**config.mk**
```make
export PLATFORM = sky130hd
export DESIGN_NAME = button_conditioner
export DESIGN_NICKNAME = d
export VERILOG_FILES = /design/src/rtl/button_conditioner.sv
export SDC_FILE = /design/constraint.sdc
export NUM_CORES = 1
export LEC_CHECK = 0
export CAP_MARGIN = 10
export CELL_PAD_IN_SITES_DETAIL_PLACEMENT = 0
export CELL_PAD_IN_SITES_GLOBAL_PLACEMENT = 1
export CORE_UTILIZATION = 48
export CTS_CLUSTER_SIZE = 12
export DETAILED_ROUTE_END_ITERATION = 10
export GPL_TIMING_DRIVEN = 0
export PLACE_DENSITY_LB_ADDON = 0.1
export SETUP_SLACK_MARGIN = 0.2
export SYNTH_ARGS = -nofsm -noshare
export SYNTH_HDL_FRONTEND = slang
export SYNTH_HIERARCHICAL = 1
export SYNTH_SLANG_ARGS = --single-unit
```
**constraint.sdc**
```tcl
create_clock -name clk -period 2.5 [get_ports clk]
set_clock_uncertainty 0.1 [all_clocks]
set_input_delay 0.375 -clock clk [delete_from_list [all_inputs] [get_ports clk]]
set_output_delay 0.375 -clock clk [all_outputs]
set_load 0.01 [all_outputs]
```
**src/rtl/button_conditioner.sv**
```systemverilog
// N-channel push-button front end: 2-flop sync, debounce, press/release strobes
// and optional hold-to-repeat press strobes, one independent btn_chan per channel.

module btn_chan #(
  parameter int DEBOUNCE_CYCLES = 500,
  parameter int REPEAT_DELAY    = 50000000,
  parameter int REPEAT_RATE     = 10000000
) (
  input  logic clk,
  input  logic rst,
  input  logic btn,
  input  logic rep_en,
  output logic level,
  output logic press,
  output logic rel
);
  localparam int DW   = $clog2(DEBOUNCE_CYCLES + 1);
  localparam int RMAX = (REPEAT_DELAY > REPEAT_RATE) ? REPEAT_DELAY : REPEAT_RATE;
  localparam int RW   = $clog2(RMAX + 1);

  typedef enum logic [1:0] {IDLE, DELAY, REPEAT, HOLD} st_t;

  logic          s1, s2;
  logic [DW-1:0] dcnt;
  logic [RW-1:0] rcnt;
  st_t           st;
  logic          win_done, rise, fall;

  // The window completes on the DEBOUNCE_CYCLES-th consecutive disagreeing cycle.
  assign win_done = (s2 != level) && (dcnt == DW'(DEBOUNCE_CYCLES - 1));
  assign rise     = win_done && !level;
  assign fall     = win_done && level;

  always_ff @(posedge clk) begin
    if (rst) begin
      s1    <= 1'b0;
      s2    <= 1'b0;
      dcnt  <= '0;
      level <= 1'b0;
      press <= 1'b0;
      rel   <= 1'b0;
      rcnt  <= '0;
      st    <= IDLE;
    end else begin
      s1    <= btn;
      s2    <= s1;
      press <= 1'b0;
      rel   <= 1'b0;

      if (s2 == level)   dcnt <= '0;
      else if (win_done) begin
        level <= ~level;
        dcnt  <= '0;
      end else           dcnt <= dcnt + DW'(1);

      // A debounced fall wins over any repeat tick landing on the same cycle.
      if (fall) begin
        rel  <= 1'b1;
        rcnt <= '0;
        st   <= IDLE;
      end else begin
        case (st)
          IDLE: if (rise) begin
            press <= 1'b1;
            rcnt  <= '0;
            st    <= rep_en ? DELAY : HOLD;
          end
          DELAY: begin
            if (!rep_en) begin
              rcnt <= '0;
              st   <= HOLD;
            end else if (rcnt == RW'(REPEAT_DELAY - 1)) begin
              press <= 1'b1;
              rcnt  <= '0;
              st    <= REPEAT;
            end else rcnt <= rcnt + RW'(1);
          end
          REPEAT: begin
            if (!rep_en) begin
              rcnt <= '0;
              st   <= HOLD;
            end else if (rcnt == RW'(REPEAT_RATE - 1)) begin
              press <= 1'b1;
              rcnt  <= '0;
            end else rcnt <= rcnt + RW'(1);
          end
          default: ;
        endcase
      end
    end
  end
endmodule

module button_conditioner #(
  parameter int N               = 3,
  parameter int DEBOUNCE_CYCLES = 500,
  parameter int REPEAT_DELAY    = 50000000,
  parameter int REPEAT_RATE     = 10000000
) (
  input  logic         clk,
  input  logic         rst,
  input  logic [N-1:0] btn_in,
  input  logic [N-1:0] repeat_en,
  output logic [N-1:0] btn_level,
  output logic [N-1:0] btn_press,
  output logic [N-1:0] btn_release
);
  for (genvar i = 0; i < N; i++) begin : g_ch
    btn_chan #(
      .DEBOUNCE_CYCLES(DEBOUNCE_CYCLES),
      .REPEAT_DELAY   (REPEAT_DELAY),
      .REPEAT_RATE    (REPEAT_RATE)
    ) u_ch (
      .clk   (clk),
      .rst   (rst),
      .btn   (btn_in[i]),
      .rep_en(repeat_en[i]),
      .level (btn_level[i]),
      .press (btn_press[i]),
      .rel   (btn_release[i])
    );
  end
endmodule

```
# Word level (Yosys, flattened, before mapping)
# Cells that the tools add are included.
# Widths: inputs -> output; s select.
[totals] wordCells=156 inputBits=8 ff_bits=126
[op_classes] eq_ne=30 bitwise_logic=6 n_mux=57 reduce_logical=33 add_sub_neg=6
[op_table] op="$mux 26" count=15
[op_table] op="$pmux 26 s3" count=3
[op_table] op="$add 26x1->26 const B" count=3
[op_table] op="$eq 26x24->1 const B" count=3
[op_table] op="$eq 26x26->1 const B" count=3
[op_table] op="$mux 2" count=15
[op_table] op="$add 9x1->9 const B" count=3
[op_table] op="$eq 9x9->1 const B" count=3
[op_table] op="$mux 1" count=18
[op_table] op="$pmux 2 s3" count=3
[op_table] op="$reduce_and 2->1" count=6
[op_table] op="$reduce_and 4->1" count=3
[op_table] op="$logic_and 1x1->1" count=9
[op_table] op="$ne 3x2->1 const B" count=3
[op_table] op="$pmux 1 s3" count=3
[op_table] op="$reduce_bool 3->1" count=3
[op_table] op="$reduce_or 3->1" count=3
[op_table] op="$eq 2x1->1 const B" count=3
[op_table] op="$eq 2x2->1 const B" count=3
[op_table] op="$logic_not 2->1" count=3
[op_table] op="$ne 2x1->1 const B" count=3
[op_table] op="$ne 2x2->1 const B" count=3
[op_table] op="$not 1->1" count=6
[op_table] op="$reduce_or 2->1" count=3
[op_table] op="other kinds (3)" count=9

# Longest topological paths before layout
[depth] word_depth=5 depth_mapped=9 depth_no_buf=7

# By module
# Netlist, hierarchy kept.
[modules_own_cells] module="btn_chan at g_ch[2].u_ch" n_inst=1 cells_per_inst=231 area_each_um2=2140.8
[modules_own_cells] module="btn_chan at g_ch[1].u_ch" n_inst=1 cells_per_inst=240 area_each_um2=2135.8
[modules_own_cells] module="btn_chan at g_ch[0].u_ch" n_inst=1 cells_per_inst=246 area_each_um2=2127.0

# Least setup slack after synthesis
# No wires, ideal clock.
[synth_path] path_type="reg2reg" from="register g_ch[2].u_ch.dcnt[0]" to="register g_ch[2].u_ch.rcnt[2]" arrival_time_ns=2.084 setup_time_ns=0.115 path_slack_ns=0.201 stages_incl_launch_ff=8 path_cell_list="dfxtp_1 -> ha_1 -> nand4bb_2 -> o31ai_4 -> or2b_2 -> o31ai_4 -> buf_8 -> nor2_2"
[synth_via] elab_chain_cells=5 elab_cells_between_ends=7 classes_between="2 x eq/ne; 5 x reduce/logical"
[synth_rtl] item="start: declaration" line="24" source="logic [DW-1:0] dcnt;"
[synth_rtl] item="start signal: assignment" line="54" source="end else dcnt <= dcnt + DW'(1);"
[synth_rtl] item="$eq 9x9->1 (*)" line="30" source="assign win_done = (s2 != level) && (dcnt == DW'(DEBOUNCE_CYCLES - 1));"
[synth_rtl] item="$logic_and 1x1->1 (*)" line="30"
[synth_rtl] item="$logic_and 1x1->1" line="31" source="assign rise = win_done && !level;"
[synth_rtl] item="$ne 2x1->1 (no line)"
[synth_rtl] item="$reduce_and 2->1 (no line)"
[synth_rtl] item="end signal: assignment" line="76" source="end else rcnt <= rcnt + RW'(1);"
[synth_rtl] item="end signal: assignment" line="85" source="end else rcnt <= rcnt + RW'(1);"
[synth_rtl] item="end: declaration" line="25" source="logic [RW-1:0] rcnt;"
# Every way passes the cells marked *; elsewhere a longest branch is shown, timed or not.
# A chain may end at the register's enable or synchronous reset.

# Final worst setup path
[layout_path] from="register g_ch[0].u_ch.st[0]" to="register g_ch[0].u_ch.rcnt[22]"
[layout_via] elab_chain_cells=3 elab_cells_between_ends=7 classes_between="3 x eq/ne; 1 x mux; 3 x reduce/logical"
[layout_rtl] item="start: declaration" line="26" source="st_t st;"
[layout_rtl] item="start signal: assignment" line="66" source="st <= rep_en ? DELAY : HOLD;"
[layout_rtl] item="$eq 2x1->1 (tied with other cells)" line="62" source="case (st)"
[layout_rtl] item="$reduce_bool 3->1 (no line) / $ne 2x1->1 (equally long branches)"
[layout_rtl] item="$reduce_and 2->1 (no line)"
[layout_rtl] item="end signal: assignment" line="76"
[layout_rtl] item="end signal: assignment" line="85"
[layout_rtl] item="end: declaration" line="25"
# Several ways; a longest one is shown, not always the timed one.

==> run_results.csv <==
group,metric,value,unit
clock_tree,cts_htree_levels,4,
layout,fillers,1138,
logic_synthesis,synth-edff-count,0,
logic_synthesis,synth-async-reset-ratio,0,
global_routing,grt_pass1_vias,5053,
critical_path,end_kind,"flop",
pwr,p_sw,1.67,mW
layout,final_common_cell,"dfxtp_1",
routing,drt-total-wl,14000,um
routing,vias_per_cell,5.52,
sta,slew_headroom,0.520,
floorplanning,dieArea,13800,um^2
sta,drv_slew,0,
layout,syn_to_final_growth,21.7,%
logic_synthesis,synthCells,717,
pwr,power.leakage,2.58,nW
run,cap_violations,0,
pwr,switching_share,0.286,
worst_hold_path,hp-class,"reg -> reg",
logic_synthesis,synth_top_cell_by_area,"dfxtp_1",
sta,max_freq,445,MHz
clock_tree,cts_max_path_buffers,2,
clock_tree,clock_sinks,126,
logic_synthesis,syn-mean-instance-area,8.93,um^2
clock_tree,cts_tree,"built",
global_routing,grt_pass1_wl,23400,um
routing,drc,0,
clock_tree,hold_buffers,0,
status,status,"completed",
floorplanning,io_pins,17,
critical_path,cp_max_fo,10,
logic_synthesis,syn-num-nets,746,
critical_path,cp.required,2750,ps
layout,mostFrequentLayoutCells,"dfxtp_1, nor2_1, xnor2_1, nand2_1, nand3_1",
layout,nets,809,
sta,timing_hold_violations_final,0,
layout,diodes,0,
floorplanning,core-area,12800,um^2
routing,via_count,5331,
sta,rsz0062_at_grt,"yes",
layout,register_area,2530,um^2
logic_synthesis,synth-seq-area-share,0.394,
clock_tree,numCtsBuffers,17,
placed_design,port_buffers,16,
routing,first_pass_iters,5,
logic_synthesis,ys_ff_latch,126,
sta,period_needed,2250,ps
logic_synthesis,synthFlopType,"dfxtp_1",
placed_design,gp_congestion,0.839,
sta,setup_viol,0,
layout,multi_input_area,3810,um^2
logic_synthesis,yosys-top-cells-area,"dfxtp_1, xnor2_1, nor2_1",
clock_tree,clk_latency,410,ps
global_routing,grt_usage,0.206,
floorplanning,fp.dieH,118,um
global_routing,antenna_found_initial,0,
routing,wire_per_inst,14.5,um
floorplanning,start_util,0.499,
layout,drive_gt1_frac,0.173,
pwr,power_frac_clock,0.400,
logic_synthesis,synth_warnings,6,
layout,final_area,7790,um^2
logic_synthesis,yosysTopAreaCellShare,0.394,
global_routing,grt_start_max_net_pins,17,
sta,tightest_slew,719,ps
logic_synthesis,yosys.cell_types.count,63,
critical_path,cp.arrival,2500,ps
pwr,vdd_drop_max,0.627,mV
placed_design,dp.final_hpwl,9360,um
layout,final_cells,965,
clock_tree,clockRootBuffer,"clkbuf_16",
placed_design,dp.cells,905,
critical_path,worst-setup-path-type,"reg -> reg",
global_routing,overflow,0,
sta,fin_crit_sh,0.900,
clock_tree,path_clk_slew,60,ps
floorplanning,rows,41,
floorplanning,die_x,118,um
logic_synthesis,netlist_area,6400,um^2
routing,drt-initial-drc-count,411,
pwr,combPwrFrac,0.237,
critical_path,cp-start-kind,"flop",
pwr,intPower,4.18,mW
pwr,p_seq_frac,0.363,
routing,ant_nets,0,
placed_design,placed_area,6780,um^2
pwr,power_density,750,nW/um^2
==> final cells by class <==
cell class,instances,share of cell area
clock buffer,20,0.0573
timing repair buffer,44,0.0511
multi-input combinational,547,0.489
sequential,126,0.325
tap,172,0.0276
buffer,26,0.0257
inverter,18,0.00867
clock inverter,12,0.0154
==> power groups by stage <==
stage / Combinational [mW] / Clock [mW] / Sequential, mW
finish: 1.39 / 2.34 / 2.12
floorplan: 0.835 / 0 / 2.15
global route: 1.49 / 2.49 / 2.13
global placement: 1.05 / 0 / 2.16
CTS: 1.19 / 2.40 / 2.12
detailed placement: 1.08 / 0 / 2.16
==> flip-flops by register name, indices dropped and copies added (netlist names) <==
signal and cells:
g_ch.u_ch/level 3, g_ch.u_ch/rcnt 78, g_ch.u_ch/st 6, g_ch.u_ch/press 3, g_ch.u_ch/s2 3, g_ch.u_ch/s1 3
g_ch.u_ch/dcnt 27, g_ch.u_ch/rel 3
==> timing repair <==
action,in CTS,in global routing
setup buffers,14,11
setup endpoints to repair,77,78
pin swaps,12,11
endpoints found under the hold margin,0,0
resized for setup,27,40
cloned,1,2
==> metrics by stage <==
stage | hold slack (ps) | total power, mW | util | worst slack, ps | TNS [ps]
after global routing | 342 | 6.11 | 0.608 | 175 | 0
after global placement | 318 | 3.21 | 0.529 | -172 | -6860
after detailed placement | 327 | 3.24 | 0.529 | -207 | -9640
after CTS | 338 | 5.71 | 0.589 | 170 | 0
final | 335 | 5.85 | 0.608 | 251 | 0
after floorplan | 313 | 2.98 | - | 201 | 0
==> kinds of logic (layout without fill, tap and decap cells) <==
kind of cell    count (synthesis)  after routing  share of synthesized area
mux                             4              4                    0.00625
compound gates                 58             58                     0.0725
simple gates                  375            375                      0.330
flops                         126            126                      0.394
buf+inv                        44            120                     0.0344
fa+ha+maj                      21             21                     0.0410
xor+xnor                       89             89                      0.122
==> cell usage after synthesis (all sizes together) (3+ instances only) <==
library cell	n
dfxtp	126
nor2	116
xnor2	65
nand2	38
nand3	38
nand4	27
nor4	24
xor2	24
nor3	23
ha	21
inv	18
and4	16
and3	15
a21oi	14
clkbuf	14
buf	12
nor3b	11
nor2b	9
nor4b	9
or3	9
o21ai	7
o31ai	7
nor4bb	6
and2	5
o31a	5
or2	5
a31oi	4
mux2i	4
nand3b	4
nand4b	4
o211a	4
o21a	4
nand2b	3
nand4bb	3
or4	3
==> worst paths after layout <==
kind | from | end | slack, ps | cells after the start
setup reg to reg | g_ch[0].u_ch/st[0] | g_ch[0].u_ch/rcnt[22] | 250 | 7
hold / removal | g_ch[0].u_ch/s1 | g_ch[0].u_ch/s2 | 340 | 1
hold reg to reg | g_ch[0].u_ch/s1 | g_ch[0].u_ch/s2 | 340 | 1
setup / recovery | g_ch[0].u_ch/st[0] | g_ch[0].u_ch/rcnt[22] | 250 | 7
==> routing by layer <==
layer,share of wire,global-route usage,up-vias
li1,-,-,2674
met1,0.48,0.266,2558
met2,0.48,0.338,88
met3,0.032,0.0499,11
met4,0.0090,0.0689,0
met5,0,0,-
==> worst max-delay path: stages (launching register included) <==
cell and delay (ps):
dfxtp_2 340, ha_1 220, buf_8 150, or2_2 290
clkbuf_8 170, or2_4 260, or4_4 510, a21oi_2 140
No activity file was read; power rests on OpenSTA's default activity.
